===== config.mk =====
export PLATFORM = sky130hd
export DESIGN_NAME = register_dump_controller
export DESIGN_NICKNAME = d
export VERILOG_FILES = /design/src/rtl/register_dump_controller.sv
export SDC_FILE = /design/constraint.sdc
export NUM_CORES = 1
export LEC_CHECK = 0
export CAP_MARGIN = 5
export CELL_PAD_IN_SITES_DETAIL_PLACEMENT = 0
export CELL_PAD_IN_SITES_GLOBAL_PLACEMENT = 1
export CORE_UTILIZATION = 40
export CTS_BUF_LIST = sky130_fd_sc_hd__clkbuf_4 sky130_fd_sc_hd__clkbuf_8 sky130_fd_sc_hd__clkbuf_16
export DETAILED_ROUTE_END_ITERATION = 16
export GPL_ROUTABILITY_DRIVEN = 1
export PLACE_DENSITY = 0.87
export SLEW_MARGIN = 20
export SYNTH_ARGS = -nofsm -noshare
export SYNTH_HDL_FRONTEND = slang
export SYNTH_SLANG_ARGS = --single-unit

===== constraint.sdc =====
create_clock -name i_clock -period 2.43 [get_ports i_clock]
set_clock_uncertainty 0.2 [all_clocks]
set_input_delay 0.486 -clock i_clock [delete_from_list [all_inputs] [get_ports i_clock]]
set_output_delay 0.486 -clock i_clock [all_outputs]
set_load 0.02 [all_outputs]

===== src/rtl/register_dump_controller.sv =====
// Freezes the pipeline and streams the 32-entry register file out MSB-first over a byte-wide valid/ready link.
// Optional: define REG_DUMP_CHECKSUM_EN to append a running-XOR checksum byte after the last register.
module register_dump_controller #(
  parameter int NB_DATA        = 32,
  parameter int NB_REG_ADDRESS = 5,
  parameter int NB_BYTE        = 8,
  parameter int N_REGISTERS    = 32
) (
  input  logic                      i_clock,
  input  logic                      i_reset,
  input  logic                      i_start,
  output logic                      o_halt_request,
  input  logic                      i_halt_ack,
  output logic [NB_REG_ADDRESS-1:0] o_debug_read_reg_address,
  input  logic [NB_DATA-1:0]        i_debug_read_reg,
  output logic [NB_BYTE-1:0]        o_tx_data,
  output logic                      o_tx_valid,
  input  logic                      i_tx_ready,
  output logic                      o_busy,
  output logic                      o_done
);

  localparam int N_BYTES = NB_DATA / NB_BYTE;
  localparam int NB_IDX  = (N_BYTES > 1) ? $clog2(N_BYTES) : 1;
  localparam logic [NB_IDX-1:0]         LAST_IDX  = NB_IDX'(N_BYTES - 1);
  localparam logic [NB_REG_ADDRESS-1:0] LAST_ADDR = NB_REG_ADDRESS'(N_REGISTERS - 1);

  // state     | meaning
  // IDLE      | waiting for i_start
  // HALT_WAIT | halt requested, waiting for i_halt_ack
  // LOAD      | capture register word at current address
  // SEND      | shift four bytes out MSB-first
  // CHECKSUM  | present the XOR checksum byte (checksum build only)
  // DONE      | one-cycle completion pulse, then release halt
  typedef enum logic [2:0] {
    S_IDLE,
    S_HALT_WAIT,
    S_LOAD,
    S_SEND,
`ifdef REG_DUMP_CHECKSUM_EN
    S_CHECKSUM,
`endif
    S_DONE
  } state_t;

  state_t                    state_q, state_d;
  logic [NB_REG_ADDRESS-1:0] addr_q, addr_d;
  logic [NB_DATA-1:0]        word_q, word_d;
  logic [NB_IDX-1:0]         idx_q, idx_d;
  logic [NB_BYTE-1:0]        tx_data_q, tx_data_d;
  logic                      tx_valid_q, tx_valid_d;
  logic                      halt_q, halt_d;
  logic                      busy_q, busy_d;
  logic                      done_q, done_d;
`ifdef REG_DUMP_CHECKSUM_EN
  logic [NB_BYTE-1:0]        chk_q, chk_d;
`endif
  logic                      xfer;

  assign xfer = tx_valid_q && i_tx_ready;

  always_ff @(posedge i_clock or posedge i_reset) begin
    if (i_reset) begin
      state_q    <= S_IDLE;
      addr_q     <= '0;
      word_q     <= '0;
      idx_q      <= '0;
      tx_data_q  <= '0;
      tx_valid_q <= 1'b0;
      halt_q     <= 1'b0;
      busy_q     <= 1'b0;
      done_q     <= 1'b0;
`ifdef REG_DUMP_CHECKSUM_EN
      chk_q      <= '0;
`endif
    end else begin
      state_q    <= state_d;
      addr_q     <= addr_d;
      word_q     <= word_d;
      idx_q      <= idx_d;
      tx_data_q  <= tx_data_d;
      tx_valid_q <= tx_valid_d;
      halt_q     <= halt_d;
      busy_q     <= busy_d;
      done_q     <= done_d;
`ifdef REG_DUMP_CHECKSUM_EN
      chk_q      <= chk_d;
`endif
    end
  end

  always_comb begin
    state_d    = state_q;
    addr_d     = addr_q;
    word_d     = word_q;
    idx_d      = idx_q;
    tx_data_d  = tx_data_q;
    tx_valid_d = tx_valid_q;
    halt_d     = halt_q;
    busy_d     = busy_q;
    done_d     = 1'b0;
`ifdef REG_DUMP_CHECKSUM_EN
    chk_d      = chk_q;
`endif
    case (state_q)
      S_IDLE: begin
        if (i_start) begin
          state_d = S_HALT_WAIT;
          halt_d  = 1'b1;
          busy_d  = 1'b1;
          addr_d  = '0;
`ifdef REG_DUMP_CHECKSUM_EN
          chk_d   = '0;
`endif
        end
      end
      S_HALT_WAIT: begin
        if (i_halt_ack) state_d = S_LOAD;
      end
      S_LOAD: begin
        word_d     = i_debug_read_reg;
        tx_data_d  = i_debug_read_reg[NB_DATA-1 -: NB_BYTE];
        tx_valid_d = 1'b1;
        idx_d      = '0;
        state_d    = S_SEND;
      end
      S_SEND: begin
        if (xfer) begin
`ifdef REG_DUMP_CHECKSUM_EN
          chk_d = chk_q ^ tx_data_q;
`endif
          if (idx_q != LAST_IDX) begin
            idx_d     = idx_q + NB_IDX'(1);
            word_d    = word_q << NB_BYTE;
            tx_data_d = word_q[NB_DATA-NB_BYTE-1 -: NB_BYTE];
          end else if (addr_q != LAST_ADDR) begin
            tx_valid_d = 1'b0;
            addr_d     = addr_q + NB_REG_ADDRESS'(1);
            state_d    = S_LOAD;
          end else begin
`ifdef REG_DUMP_CHECKSUM_EN
            // Checksum goes out back-to-back so it costs a single extra cycle.
            tx_data_d  = chk_q ^ tx_data_q;
            state_d    = S_CHECKSUM;
`else
            tx_valid_d = 1'b0;
            addr_d     = '0;
            done_d     = 1'b1;
            state_d    = S_DONE;
`endif
          end
        end
      end
`ifdef REG_DUMP_CHECKSUM_EN
      S_CHECKSUM: begin
        if (xfer) begin
          tx_valid_d = 1'b0;
          addr_d     = '0;
          done_d     = 1'b1;
          state_d    = S_DONE;
        end
      end
`endif
      S_DONE: begin
        state_d = S_IDLE;
        halt_d  = 1'b0;
        busy_d  = 1'b0;
      end
      default: begin
        state_d = S_IDLE;
      end
    endcase
  end

  assign o_halt_request           = halt_q;
  assign o_debug_read_reg_address = addr_q;
  assign o_tx_data                = tx_data_q;
  assign o_tx_valid               = tx_valid_q;
  assign o_busy                   = busy_q;
  assign o_done                   = done_q;

endmodule


# After elaboration in Yosys (flattened, before gate mapping)
# Index checks and enable logic that the tools add are counted.
# W data, S select, Z words.
[totals] reg_bits=45 in_bits=37 out_inout_bits=17 elab_cells=60
[op_classes] addsub=2 n_eq_ne=11 n_mux=29 n_reduce_logical=10
[op_table] operator="$mux W24" n=2
[op_table] operator="$pmux W24 S2" n=1
[op_table] operator="$mux W5" n=4
[op_table] operator="$mux W8" n=2
[op_table] operator="$pmux W8 S2" n=1
[op_table] operator="$mux W3" n=5
[op_table] operator="$ne A2 B2 Y1 const B" n=6
[op_table] operator="$pmux W3 S4" n=1
[op_table] operator="$pmux W5 S2" n=1
[op_table] operator="$reduce_and A4 Y1" n=2
[op_table] operator="$mux W1" n=7
[op_table] operator="$eq A3 B2 Y1 const B" n=2
[op_table] operator="$reduce_and A3 Y1" n=2
[op_table] operator="$reduce_bool A2 Y1" n=3
[op_table] operator="$add A5 B1 Y5 const B" n=1
[op_table] operator="$ne A5 B5 Y1 const B" n=1
[op_table] operator="$mux W2" n=2
[op_table] operator="$pmux W1 S2" n=2
[op_table] operator="$pmux W2 S2" n=1
[op_table] operator="$eq A3 B1 Y1 const B" n=1
[op_table] operator="$eq A3 B3 Y1 const B" n=1
[op_table] operator="$logic_not A3 Y1" n=1
[op_table] operator="$add A2 B1 Y2 const B" n=1
[op_table] operator="$reduce_and A2 Y1" n=1
[op_table] operator="$logic_and A1 B1 Y1" n=1

# Depth between registers and ports, before layout
[logic_depth] ltp_word=5 depth_mapped=6 depth_no_buf=6

# Worst setup path after synthesis
# Ideal clock, no wire load.
[synth_timing] path_type="register to register" from="register idx_q[0]" to="register idx_q[0]" setup_time_ns=0.125 t_arrival_ns=1.608 t_required_ns=2.105 path_slack_ns=0.498 stages_incl_launch_ff=6 path_buffers=1 period_less_slack_ns=1.932 cell_sequence="dfrtp_1 -> ha_1 -> nand3b_1 -> a21oi_4 -> buf_4 -> mux2_2"
[synth_via] elab_chain_cells=4 elab_cells_between_ends=7 cone_classes="1 x add/sub; 2 x eq/ne; 3 x mux; 1 x reduce/logical"
[synth_lines] item="start: declaration" line="49" source="logic [NB_IDX-1:0] idx_q, idx_d;"
[synth_lines] item="start signal: assignment" line="80" source="idx_q <= idx_d;"
[synth_lines] item="$add A2 B1 Y2" line="133" source="idx_d = idx_q + NB_IDX'(1);"
[synth_lines] item="$mux W2" line="132" source="if (idx_q != LAST_IDX) begin"
[synth_lines] item="$mux W2" line="128" source="if (xfer) begin"
[synth_lines] item="$pmux W2 S2" line="105" source="case (state_q)"
# Parallel ways exist; a longest one is shown, timed or not. The select of a mux whose other input is x is not followed.
# A chain may end at the register's enable or synchronous reset.

# Final worst setup path
[layout_timing] from="register tx_valid_q (netlist: o_tx_valid)" to="output o_tx_valid"
[layout_lines] item="start: declaration" line="51" source="logic tx_valid_q, tx_valid_d;"
[layout_lines] item="start signal: assignment" line="82" source="tx_valid_q <= tx_valid_d;"
[layout_lines] item="end: declaration" line="17" source="output logic o_tx_valid,"
# No word-level cell between the ends.

==> metrics.md <==
| Metric | Value |
|---|---|
| Post-Synthesis Cell Area | between 2000 and 2500 µm² |
| Worst vdd ir | roughly 0.55 mV |
| Max frequency | 495 MHz |
| Leak | 1.33 nW |
| Buffers on Ports | 53 |
| Tot GR Track Use | 15.0% |
| Total number of vias | ~1400 |
| Max clock buf depth | 2 |
| Reg2reg start | state_q[1] |
| Most frequent cell after synthesis | dfrtp_1 |
| Final-report max-slew violation count | 0 |
| Compound-cell area share of the yosys netlist | approximately 8% |
| Pwr Density | 945 nW/µm² |
| Vias/cell | 4.95 |
| Worst hold slack | 309 ps |
| Worst path max stage delay | 630 ps |
| Initial DRC count | 50 |
| Leading area contributor after synthesis | dfrtp_1 |
| Core Box Area | 5240 µm² |
| TritonCTS Buffers | 5 |
| First-pass GRT wire length | 6930 µm |
| Diode count | 0 |
| #FFs+latches synth | 45 |
| DR WL/cell | between 10 and 15 µm |
| Footprint of the multi-input gates | 1020 µm² |
| Delay-heaviest family, CP | buffers and inverters |
| Simple-gate share of the synthesized area | between 7 and 8% |
| Main combinational cell family by area after synthesis | multiplexers |
| CP max stage cell | clkdlybuf4s50_1 |
| Pre-CTS worst setup slack | 179 ps |
| Critical path data required time | 1740 ps |
| CP Max Fanout | 5 |
| Startpoint types | flop |
| Syn Nets | 202 |
| Critical Setup Path Class | flop to primary output |
| Min-delay worst type | flop to flop |
| Hold Startpoint | word_q[13] |
| Top_reg_cell synth | dfrtp_1 |
| Post-CTS setup buffer count | 0 |
| Synthesis-to-finish area growth | 31.9% |
| Synth Area in Adders | 1.68% |
| # placed instances | 281 |
| ANT nets after route | 0 |
| Total die area | 5900 µm² |
| Ports | 54 |
| Final setup fails | 0 |
| Dpl cell area | 2830 µm² |
| Synthesized area per cell | around 14 µm² |
| Filler cell count | 457 |
| Flop2flop setup slack | ~450 ps |
| Unrepaired setup endpoints after global routing | no |
| CTS resizes | 0 |
| Async SR Flop Fraction | 100% |
| DP Wirelength | 2830 µm |
| Clk sinks | 45 |
| Crit path time final | 2020 ps |
| Setup crit start | o_tx_valid |
| Total Wirelength | 4020 µm |
| Mux contribution to synthesized area | around 29% |
| Die H | 76.8 µm |
| Post-synth top area share | 50.3% |
| Synth cell types | 33 |
| Post-synthesis sequential area ratio | 50.3% |
| Std cell rows | 26 |
| Flip-flop and latch area | 1130 µm² |
| DRC Markers | 0 |
| Setup TNS | 0 ps |
| Synth Instances | 162 |
| Synth warnings | 0 |
| Initial core utilization | between 40% and 50% |
| Synth top area cells | dfrtp_1 50%, mux2_2 16%, mux2_4 12% |
| Critical path capture point type | primary output |
| Final hold vios | 0 |
| Largest net degree at the start of global routing | 27 |
| Final Instance Area | 2950 µm² |
| Max Cap Viol | 0 |
| Top post-synthesis cells by count | 45 x dfrtp_1, 32 x mux2_2, 18 x mux2_4, 8 x a22o_1, 7 x inv_1 |
| Clk root buf | clkbuf_8 |
| Fraction of layout cells with a size suffix above 1 | between 30% and 40% |
| TritonCTS clock tree | done |
| Worst setup margin | 411 ps |
| Die outline width | 76.8 µm |
| Drt pass-1 iters | 4 |
| Final #Nets | 258 |
| XOR/XNOR Fraction of Synth Area | 0% |
| Crit path arrival time | ~1300 ps |
| GPL Wtd Cong | 0.734 |
| GR Overflow Total | 0 |
| Critical-path cell list | clkdlybuf4s50_1 |
| CP Buf/Inv Count | 1 |
| Vias in the first global route | 1476 |
| Final Non-Filler Cells | 289 |
| Util after Layout | 56.4% |
| H-tree depth | 2 |
| Post-synth EDFFs | 0 |
| Worst skew pair latency | 290 ps |
| Initial antenna violation count | 0 |
| Clock transition at path regs | 80 ps |
| Worst slew pin tran | 540 ps |
| Total Power | 2.79 mW |
| Final worst-path cycle share | 83.1% |
| Status | finished clean |
| Worst slew margin | 63.9% |
| CTS Hold Buffers Added | 0 |
## layer usage
layer	GRT usage, %	share of wire [%]
met1	20.2	50
met2	22.9	44
met3	3.57	4.2
met4	6.92	1.8
met5	0	0
## final cells by class
type                    instances  share of cell area, %
clock buffers                   7                   3.05
inverters                       7                  0.890
multi-input cells             102                   34.5
well taps                      70                   2.97
clock inverters                 1                   1.02
repair buffers                 57                   19.4
flip-flops and latches         45                   38.2
## worst register-to-register path, cell delays in order (launching register included)
cell,delay [ps]
dfrtp_1,520
nand3b_4,440
mux2_4,450
mux2_2,260
## sequential cells by signal (all words and copies together) (netlist names)
register / cells
idx_q: 2
o_done: 1
state_q: 3
o_tx_valid: 1
o_busy: 1
word_q: 24
o_debug_read_reg_address: 5
o_tx_data: 8
## cell families (layout without fill, tap and decap cells)
logic type               Yosys count  count (layout)
adder cells (fa/ha/maj)            3               3
AND/OR/NAND/NOR                   25              25
AO/OA/AOI/OAI                     23              23
multiplexers                      51              51
buffers and inverters             15              72
flip-flops                        45              45
## layout by cell type, fill, tap and decap left out, types with 3 or more instances in the layout
cell type        count
ha_1                 3
a22o_1               8
nor2_1               4
a21oi_1              3
nor3_1               3
nand2_1              3
dfrtp_1             45
clkbuf_8             6
mux2_4              18
inv_1                6
o21ai_0              3
mux2_2              32
buf_4                3
clkdlybuf4s50_1     53
## path summary, 6_finish.rpt
path | end | cells past startpoint
setup / recovery | o_tx_valid | 1
hold / removal | word_q[13] | 1
setup reg to reg | word_q[11] | 3
hold reg to reg | word_q[13] | 1
max in group asynchronous | o_busy | 3
min in group asynchronous | word_q[2] | 2
## power by group
group          total [mW]  leakage (nW)  switching [mW]  internal (mW)
combinational        1.07         0.682           0.409          0.665
sequential           1.12         0.584           0.145          0.978
clock               0.592        0.0619           0.245          0.346
Power figures use the tool's default switching activity.
